**config.mk**
```make
export PLATFORM = sky130hd
export DESIGN_NAME = rcs_pc_controller
export DESIGN_NICKNAME = d
export VERILOG_FILES = /design/src/rtl/rcs_pc_controller.sv
export SDC_FILE = /design/constraint.sdc
export NUM_CORES = 1
export LEC_CHECK = 0
export CORE_AREA = 2 2 73 75
export CTS_BUF_LIST = sky130_fd_sc_hd__clkbuf_4
export CTS_CLUSTER_DIAMETER = 30
export DETAILED_ROUTE_END_ITERATION = 8
export DIE_AREA = 0 0 75 77
export GPL_ROUTABILITY_DRIVEN = 0
export PLACE_DENSITY = 0.86
export SYNTH_ARGS = -nofsm -noshare
export SYNTH_HDL_FRONTEND = slang
export SYNTH_SLANG_ARGS = --single-unit
export TNS_END_PERCENT = 1
```
**constraint.sdc**
```tcl
create_clock -name clk_i -period 3.2 [get_ports clk_i]
set_input_delay 0.48 -clock clk_i [delete_from_list [all_inputs] [get_ports clk_i]]
set_output_delay 0.48 -clock clk_i [all_outputs]
set_load 0.02 [all_outputs]
```
**src/rtl/rcs_pc_controller.sv**
```systemverilog
// rcs_pc_controller: sequences one column of reconfigurable cells through a
// config-load phase and an execute phase, owning the shared global PC.
// Optional feature macro: CGRA_PERF_CNT_EN enables the execute-phase cycle and
// stall counters; without it both counter outputs are tied to 0.
// The PC width defaults to RCS_NUM_CREG_LOG2 (5 when not otherwise defined).

`ifndef RCS_NUM_CREG_LOG2
`define RCS_NUM_CREG_LOG2 5
`endif

module rcs_pc_controller #(
    parameter int N_RC  = 4,
    parameter int PC_W  = `RCS_NUM_CREG_LOG2,
    parameter int CNT_W = 32
) (
    input  logic                 clk_i,
    input  logic                 rst_ni,
    input  logic                 load_req_i,
    input  logic [PC_W:0]        load_len_i,
    input  logic                 instr_valid_i,
    output logic                 instr_ready_o,
    input  logic                 start_i,
    input  logic [PC_W-1:0]      start_pc_i,
    input  logic                 abort_i,
    input  logic [N_RC-1:0]      rc_stall_i,
    input  logic [N_RC-1:0]      rc_br_req_i,
    input  logic [N_RC*PC_W-1:0] rc_br_add_i,
    input  logic [N_RC-1:0]      rc_exec_end_i,
    output logic [PC_W-1:0]      global_pc_o,
    output logic                 pc_en_o,
    output logic                 conf_we_o,
    output logic                 conf_re_o,
    output logic                 busy_o,
    output logic                 load_done_o,
    output logic                 exec_done_o,
    output logic                 br_conflict_o,
    output logic [CNT_W-1:0]     exec_cycles_o,
    output logic [CNT_W-1:0]     stall_cycles_o
);

    typedef enum logic [1:0] {
        S_IDLE = 2'd0,
        S_LOAD = 2'd1,
        S_EXEC = 2'd2,
        S_DONE = 2'd3
    } state_t;

    // A load length of 0 stands for the full config depth.
    localparam logic [PC_W:0] FULL_LEN = {1'b1, {PC_W{1'b0}}};
    localparam logic [PC_W:0] LAST_LEN = {{PC_W{1'b0}}, 1'b1};

    state_t          r_state, w_state_nxt;
    logic [PC_W-1:0] r_pc, w_pc_nxt;
    logic [PC_W:0]   r_cnt, w_cnt_nxt;

    logic            w_br_found;
    logic            w_br_diff;
    logic [PC_W-1:0] w_br_target;
    logic            w_start_acc;

    assign global_pc_o = r_pc;
    assign busy_o      = (r_state != S_IDLE);
    assign w_start_acc = (r_state == S_IDLE) && !load_req_i && start_i;

    // Branch resolution: lowest-index requester wins; flag any requester whose target differs.
    always_comb begin
        w_br_found  = 1'b0;
        w_br_diff   = 1'b0;
        w_br_target = '0;
        for (int i = 0; i < N_RC; i++) begin
            if (rc_br_req_i[i]) begin
                if (!w_br_found) begin
                    w_br_found  = 1'b1;
                    w_br_target = rc_br_add_i[i*PC_W +: PC_W];
                end else if (rc_br_add_i[i*PC_W +: PC_W] != w_br_target) begin
                    w_br_diff = 1'b1;
                end
            end
        end
    end

    // Next-state, next-PC/count and all phase outputs.
    always_comb begin
        // NOTE: every signal gets a default before the case so no path leaves one unassigned (no latches).
        w_state_nxt   = r_state;
        w_pc_nxt      = r_pc;
        w_cnt_nxt     = r_cnt;
        instr_ready_o = 1'b0;
        pc_en_o       = 1'b0;
        conf_we_o     = 1'b0;
        conf_re_o     = 1'b0;
        load_done_o   = 1'b0;
        exec_done_o   = 1'b0;
        br_conflict_o = 1'b0;

        case (r_state)
            S_IDLE: begin
                if (load_req_i) begin
                    w_state_nxt = S_LOAD;
                    w_pc_nxt    = '0;
                    w_cnt_nxt   = (load_len_i == '0) ? FULL_LEN : load_len_i;
                end else if (start_i) begin
                    w_state_nxt = S_EXEC;
                    w_pc_nxt    = start_pc_i;
                end
            end

            S_LOAD: begin
                if (abort_i) begin
                    w_state_nxt = S_IDLE;
                    w_pc_nxt    = '0;
                end else begin
                    instr_ready_o = 1'b1;
                    if (instr_valid_i) begin
                        conf_we_o = 1'b1;
                        pc_en_o   = 1'b1;
                        w_pc_nxt  = r_pc + 1'b1;
                        w_cnt_nxt = r_cnt - 1'b1;
                        if (r_cnt == LAST_LEN) begin
                            load_done_o = 1'b1;
                            w_state_nxt = S_IDLE;
                        end
                    end
                end
            end

            S_EXEC: begin
                if (abort_i) begin
                    w_state_nxt = S_IDLE;
                    w_pc_nxt    = '0;
                end else begin
                    conf_re_o = 1'b1;
                    pc_en_o   = ~|rc_stall_i;
                    if (pc_en_o) begin
                        if (|rc_exec_end_i) begin
                            w_state_nxt = S_DONE;
                        end else if (w_br_found) begin
                            w_pc_nxt      = w_br_target;
                            br_conflict_o = w_br_diff;
                        end else begin
                            w_pc_nxt = r_pc + 1'b1;
                        end
                    end
                end
            end

            S_DONE: begin
                exec_done_o = 1'b1;
                w_pc_nxt    = '0;
                w_state_nxt = S_IDLE;
            end

            default: w_state_nxt = S_IDLE;
        endcase
    end

    // State, PC and remaining-word count registers.
    always_ff @(posedge clk_i or negedge rst_ni) begin
        if (!rst_ni) begin
            r_state <= S_IDLE;
            r_pc    <= '0;
            r_cnt   <= '0;
        end else begin
            // NOTE: non-blocking assignments so every register samples pre-edge values.
            r_state <= w_state_nxt;
            r_pc    <= w_pc_nxt;
            r_cnt   <= w_cnt_nxt;
        end
    end

`ifdef CGRA_PERF_CNT_EN
    logic [CNT_W-1:0] r_exec_cycles;
    logic [CNT_W-1:0] r_stall_cycles;

    // Saturating execute/stall counters, cleared when a start is accepted.
    always_ff @(posedge clk_i or negedge rst_ni) begin
        if (!rst_ni) begin
            r_exec_cycles  <= '0;
            r_stall_cycles <= '0;
        end else if (w_start_acc) begin
            r_exec_cycles  <= '0;
            r_stall_cycles <= '0;
        end else if (r_state == S_EXEC) begin
            if (r_exec_cycles != '1) begin
                r_exec_cycles <= r_exec_cycles + 1'b1;
            end
            if (!pc_en_o && (r_stall_cycles != '1)) begin
                r_stall_cycles <= r_stall_cycles + 1'b1;
            end
        end
    end

    assign exec_cycles_o  = r_exec_cycles;
    assign stall_cycles_o = r_stall_cycles;
`else
    logic w_unused_start_acc;
    assign w_unused_start_acc = w_start_acc;
    assign exec_cycles_o      = '0;
    assign stall_cycles_o     = '0;
`endif

endmodule
```
# Yosys cells after proc, flatten, opt, wreduce, memory -nomap -nowiden
# Cells that the tools add are included.
# totals
reg_bits	13
latch_bits	0
mem_bits_rw	0
romBits	0
inputBits	49
wordCells	92
n_memories	0
# op_classes
add_sub_neg	2
multipliers	0
div_mod_pow	0
n_lt_le_gt_ge	0
n_eq_ne	16
n_shift	0
muxes	61
bitwise_logic	0
reduce_logical	10
# ops
op	n
2-to-1 mux 5 bit	15
2-to-1 mux 1 bit	30
2-to-1 mux 6 bit	4
case mux 5 bit (4 select lines)	1
!= test 3 bit (second input constant)	6
2-to-1 mux 2 bit	8
!= test 5 bit	3
case mux 6 bit (2 select lines)	1
case mux 2 bit (4 select lines)	1
AND reduction 4 bit	2
OR reduction 4 bit	2
equality test 6 x 1 -> 1 bit (second input constant)	1
logical NOT 6 bit	1
!= test 2 bit (second input constant)	3
subtractor 6 x 1 -> 6 bit (second input constant)	1
adder 5 x 1 -> 5 bit (second input constant)	1
AND reduction 5 bit	1
equality test 2 bit (second input constant)	2
nonzero test 2 bit	2
equality test 2 x 1 -> 1 bit (second input constant)	1
logical NOT 2 bit	1
case mux 1 bit (2 select lines)	1
logical NOT 1 bit	1

# Longest topological paths before layout
# logic_depth
ltp_word	16
mapped_depth	11

# Least setup slack after synthesis
# Ideal clock, no wire load.
# synth_timing
kind	register to output
startpoint	register r_state[1]
endpoint	output pc_en_o
arrival_time_ns	1.658
t_required_ns	2.720
setup_slack_ns	1.062
path_stages_with_launch	8
path_cell_list	dfrtp_1 > inv_1 > ha_1 > buf_4 > nand2b_1 > inv_1 > nand2_1 > a21boi_0
# synth_between
elab_chain_len	2
word_cells_on_any_way	3
cone_classes	eq/ne (2); mux (1)
# synth_lines
element	line_no	text
start: declaration	52	state_t r_state, w_state_nxt;
start signal: assignment	165	r_state <= w_state_nxt;
equality test 2 bit or equality test 2 x 1 -> 1 bit (tied branches)	96	case (r_state)
case mux 1 bit (2 select lines) (*)	96	
end: declaration	30	output logic pc_en_o,
# Mark *: on every way between the ends. The rest lies on a longest branch, timed or not.

# Worst setup path after layout
# Same ends and word-level chain as after synthesis.

==> metrics.md <==
| Metric | Value |
|---|---|
| Power Dens Cells | 548 mW/mm^2 |
| Pwr Total | 1340 uW |
| Worst Clk Skew | 0.00269 ns |
| Final setup TNS | 0 ns |
| Static Leak | 0.00109 uW |
| Post-CTS Setup Inserts | 0 |
| Peak supply drop | 0.000260 V |
| Logic pwr share | 66.0% |
| R2R Setup Slk | 0.96 ns |
| PostCTS Resize Cnt | 0 |
| Net Sw Frac | 49.1% |
| Dominant cells by area after synthesis | buf_4 (26%), dfrtp_1 (17%), ha_1 (4.5%) |
| Status | finished clean |
| Hpwl dp | 3740 um |
| GR Overflow Total | 0 |
| Dominant cell type by area after synthesis | buf_4 |
| Int Pwr | 680 uW |
| RSZ-0062 raised after global routing | no |
| Post-synthesis mux area share | 2.05% |
| Primary FF master, synth | dfrtp_1 |
| Max Freq | 0.337 GHz |
| FF-to-FF Start | r_state[1]$_DFFE_PN0P_ |
| Worst endpoint required time | 2.72 ns |
| Finished Layout Cells | 383 |
| Syn Std Cell Area | 0.00196 mm^2 |
| Syn_area_per_cell | 7.79 um^2 |
| Slew HR | 60.0% |
| Port bufs | 61 |
| Period utilization | 92.8% |
| Row count | 26 |
| Gr usage total | 14.7% |
| Routed Antenna Nets | 0 |
| Final wirelength | 4400 um |
| Maximum buffer depth of the clock tree | 2 |
| Core Area | 0.00498 mm^2 |
| R2r endpoint | r_cnt[3]$_DFFE_PN0P_ |
| Worst-path fanout max | 10 |
| Die W | 75 um |
| Htree depth | 1 |
| First-pass GRT wire length | 6890 um |
| Die area | 0.00578 mm^2 |
| Hold_buf cts | 0 |
| Fin area | 0.00244 mm^2 |
| Total Nets Final | 370 |
| Clk Latency, worst-skew pair | 0.27 ns |
| Max Cap Viol | 0 |
| Most common cell after layout, fill and taps aside | conb_1 |
| Worst R2R Path Depth | 9 |
| Net load switching power | 656 uW |
| Synth Area in Compound Gates | 21.6% |
| Die Span Y | 77 um |
| Most frequent cells in the layout | conb_1 (64), clkdlybuf4s50_1 (60), nand2_1 (19) |
| Starting DRT DRC Count | 69 |
| #FFs+latches synth | 13 |
| DR DRC count | 0 |
| Initial Util | 39.3% |
| Final hold violation count | 0 |
| Initial antenna violation count | 0 |
| Top Ports | 126 |
| Hold Path Stages | 2 |
| Post-synthesis xor/xnor area fraction | 7.17% |
| Share of cells above drive strength 1 | 9.58% |
| Slew Limit Fails | 0 |
| Vias per cell | 4.54 |
| Antenna diodes | 0 |
| Critical Path End | pc_en_o |
| Number of synthesis warnings | 0 |
| CP Data Arrival Time | 2.49 ns |
| Clock period minus worst slack | 2.97 ns |
| Clk slew on worst S/H paths | 0.09 ns |
| Worst Tran Pin Value | 0.599 ns |
| Clock Sinks | 13 |
| CTS Root Cell | clkbuf_4 |
| HP Class | register to register |
| Yosys cell types | 51 |
| First-pass DRT Iterations | 4 |
| Largest family of logic cells by synthesized area | buffers and inverters |
| Vias in the first global route | 1566 |
| Clock power share | 8.5% |
| Top cell type's share of synthesized area | 25.7% |
| CP Launch Type | register |
| Setup crit start | r_state[1]$_DFFE_PN0P_ |
| Setup violations, final | 0 |
| Synthesized instance count | 251 |
| # fillers | 520 |
| Worst setup EP type | output port |
| Crit Path Category | register to output port |
| Placed instance count | 379 |
| Routed wire per std cell | 11.5 um |
| Simple-gate portion of the synthesized area | 18.2% |
| CTS tree | done |
| Synth Area in Adders | 4.48% |
| Number of synthesized flops with an enable pin | 0 |
| Async set-reset flop share out of synthesis | 100% |
| Sequential share of the synthesized area | 16.6% |
| Flop pwr share | 25.5% |
| Hold Startpoint | global_pc_o[4]$_DFFE_PN0P_ |
| P&R area growth vs syn | 24.6% |
| Area after DPL | 0.00240 mm^2 |
| Total number of vias | 1739 |
| Largest net degree at the start of global routing | 22 |
| CTS buffer count | 3 |
## flip-flops by register name, summed over array words and instances (netlist names)
signal,cells
global_pc_o,5
r_cnt,6
r_state,2
## cells in the mapped netlist, types with 2 or more instances
cell type / number
a21boi_2: 2
a21oi_1: 12
a21oi_2: 6
a22oi_1: 4
a22oi_2: 2
a31oi_1: 4
a41oi_1: 2
and3_1: 2
buf_4: 67
buf_6: 2
dfrtp_1: 13
ha_1: 7
inv_1: 11
mux2i_1: 4
nand2_1: 19
nand2b_1: 3
nand3_1: 5
nand3b_1: 2
nor2_1: 16
nor3_1: 4
nor3b_1: 2
nor4_2: 2
o21ai_0: 8
o21ai_1: 7
o21ai_2: 2
o22ai_1: 3
o311a_1: 2
xnor2_1: 9
xor2_1: 7
## metal layers
layer / global-route usage, % / routed length (um) / up-vias / share of wire (%)
met4: 5.00 / 70 / 0 / 1.6
met3: 1.71 / 385 / 8 / 8.7
li1: - / - / 860 / -
met5: 0 / 0 / - / 0
met2: 24.7 / 2140 / 89 / 49
met1: 19.0 / 1810 / 782 / 41
## power by group through the flow
stage	clock network [uW]	logic [uW]	registers (uW)
global route	122	972	356
finish	113	882	341
global placement	0	848	335
floorplan	0	643	355
CTS	116	880	338
detailed placement	0	877	341
## worst min path at each step
stage / endpoint
floorplan: global_pc_o[0]$_DFFE_PN0P_
global placement: global_pc_o[4]$_DFFE_PN0P_
detailed placement: global_pc_o[4]$_DFFE_PN0P_
CTS: global_pc_o[4]$_DFFE_PN0P_
global route: global_pc_o[4]$_DFFE_PN0P_
finish: global_pc_o[4]$_DFFE_PN0P_
## critical path, stage by stage (launching register included)
cell	delay, ns
dfrtp_1	0.42
inv_1	0.11
ha_1	0.37
nand2b_1	0.16
inv_1	0.12
nand2_1	0.14
a21boi_0	0.24
clkdlybuf4s50_1	0.65
## cells by family (layout without fill, tap and decap cells)
group	count (synthesis)	after routing
mux	4	4
xor+xnor	16	16
simple gates	66	66
buf+inv	83	82
other cells	1	64
compound gates	61	61
flops	13	13
fa+ha+maj	7	7
## final cells by class
type                            count  area, um^2  share of cell area (%)
Sequential cell                    13         325                    13.3
Multi-Input combinational cell    218        1290                    52.8
Inverter                           12        45.0                    1.85
Clock buffer                        4        30.0                    1.23
Tap cell                           70        87.6                    3.59
Timing Repair Buffer               66         663                    27.2
## stage by stage
step | setup slack (ns) | hold WS, ns | util, %
floorplan | 1.06 | 0.184 | -
global placement | 0.104 | 0.520 | 48.3
detailed placement | 0.0442 | 0.533 | 48.3
CTS | 0.0420 | 0.543 | 48.9
global route | 0.106 | 0.557 | 49.0
finish | 0.232 | 0.545 | 49.0
No activity file was read; power rests on OpenSTA's default activity.
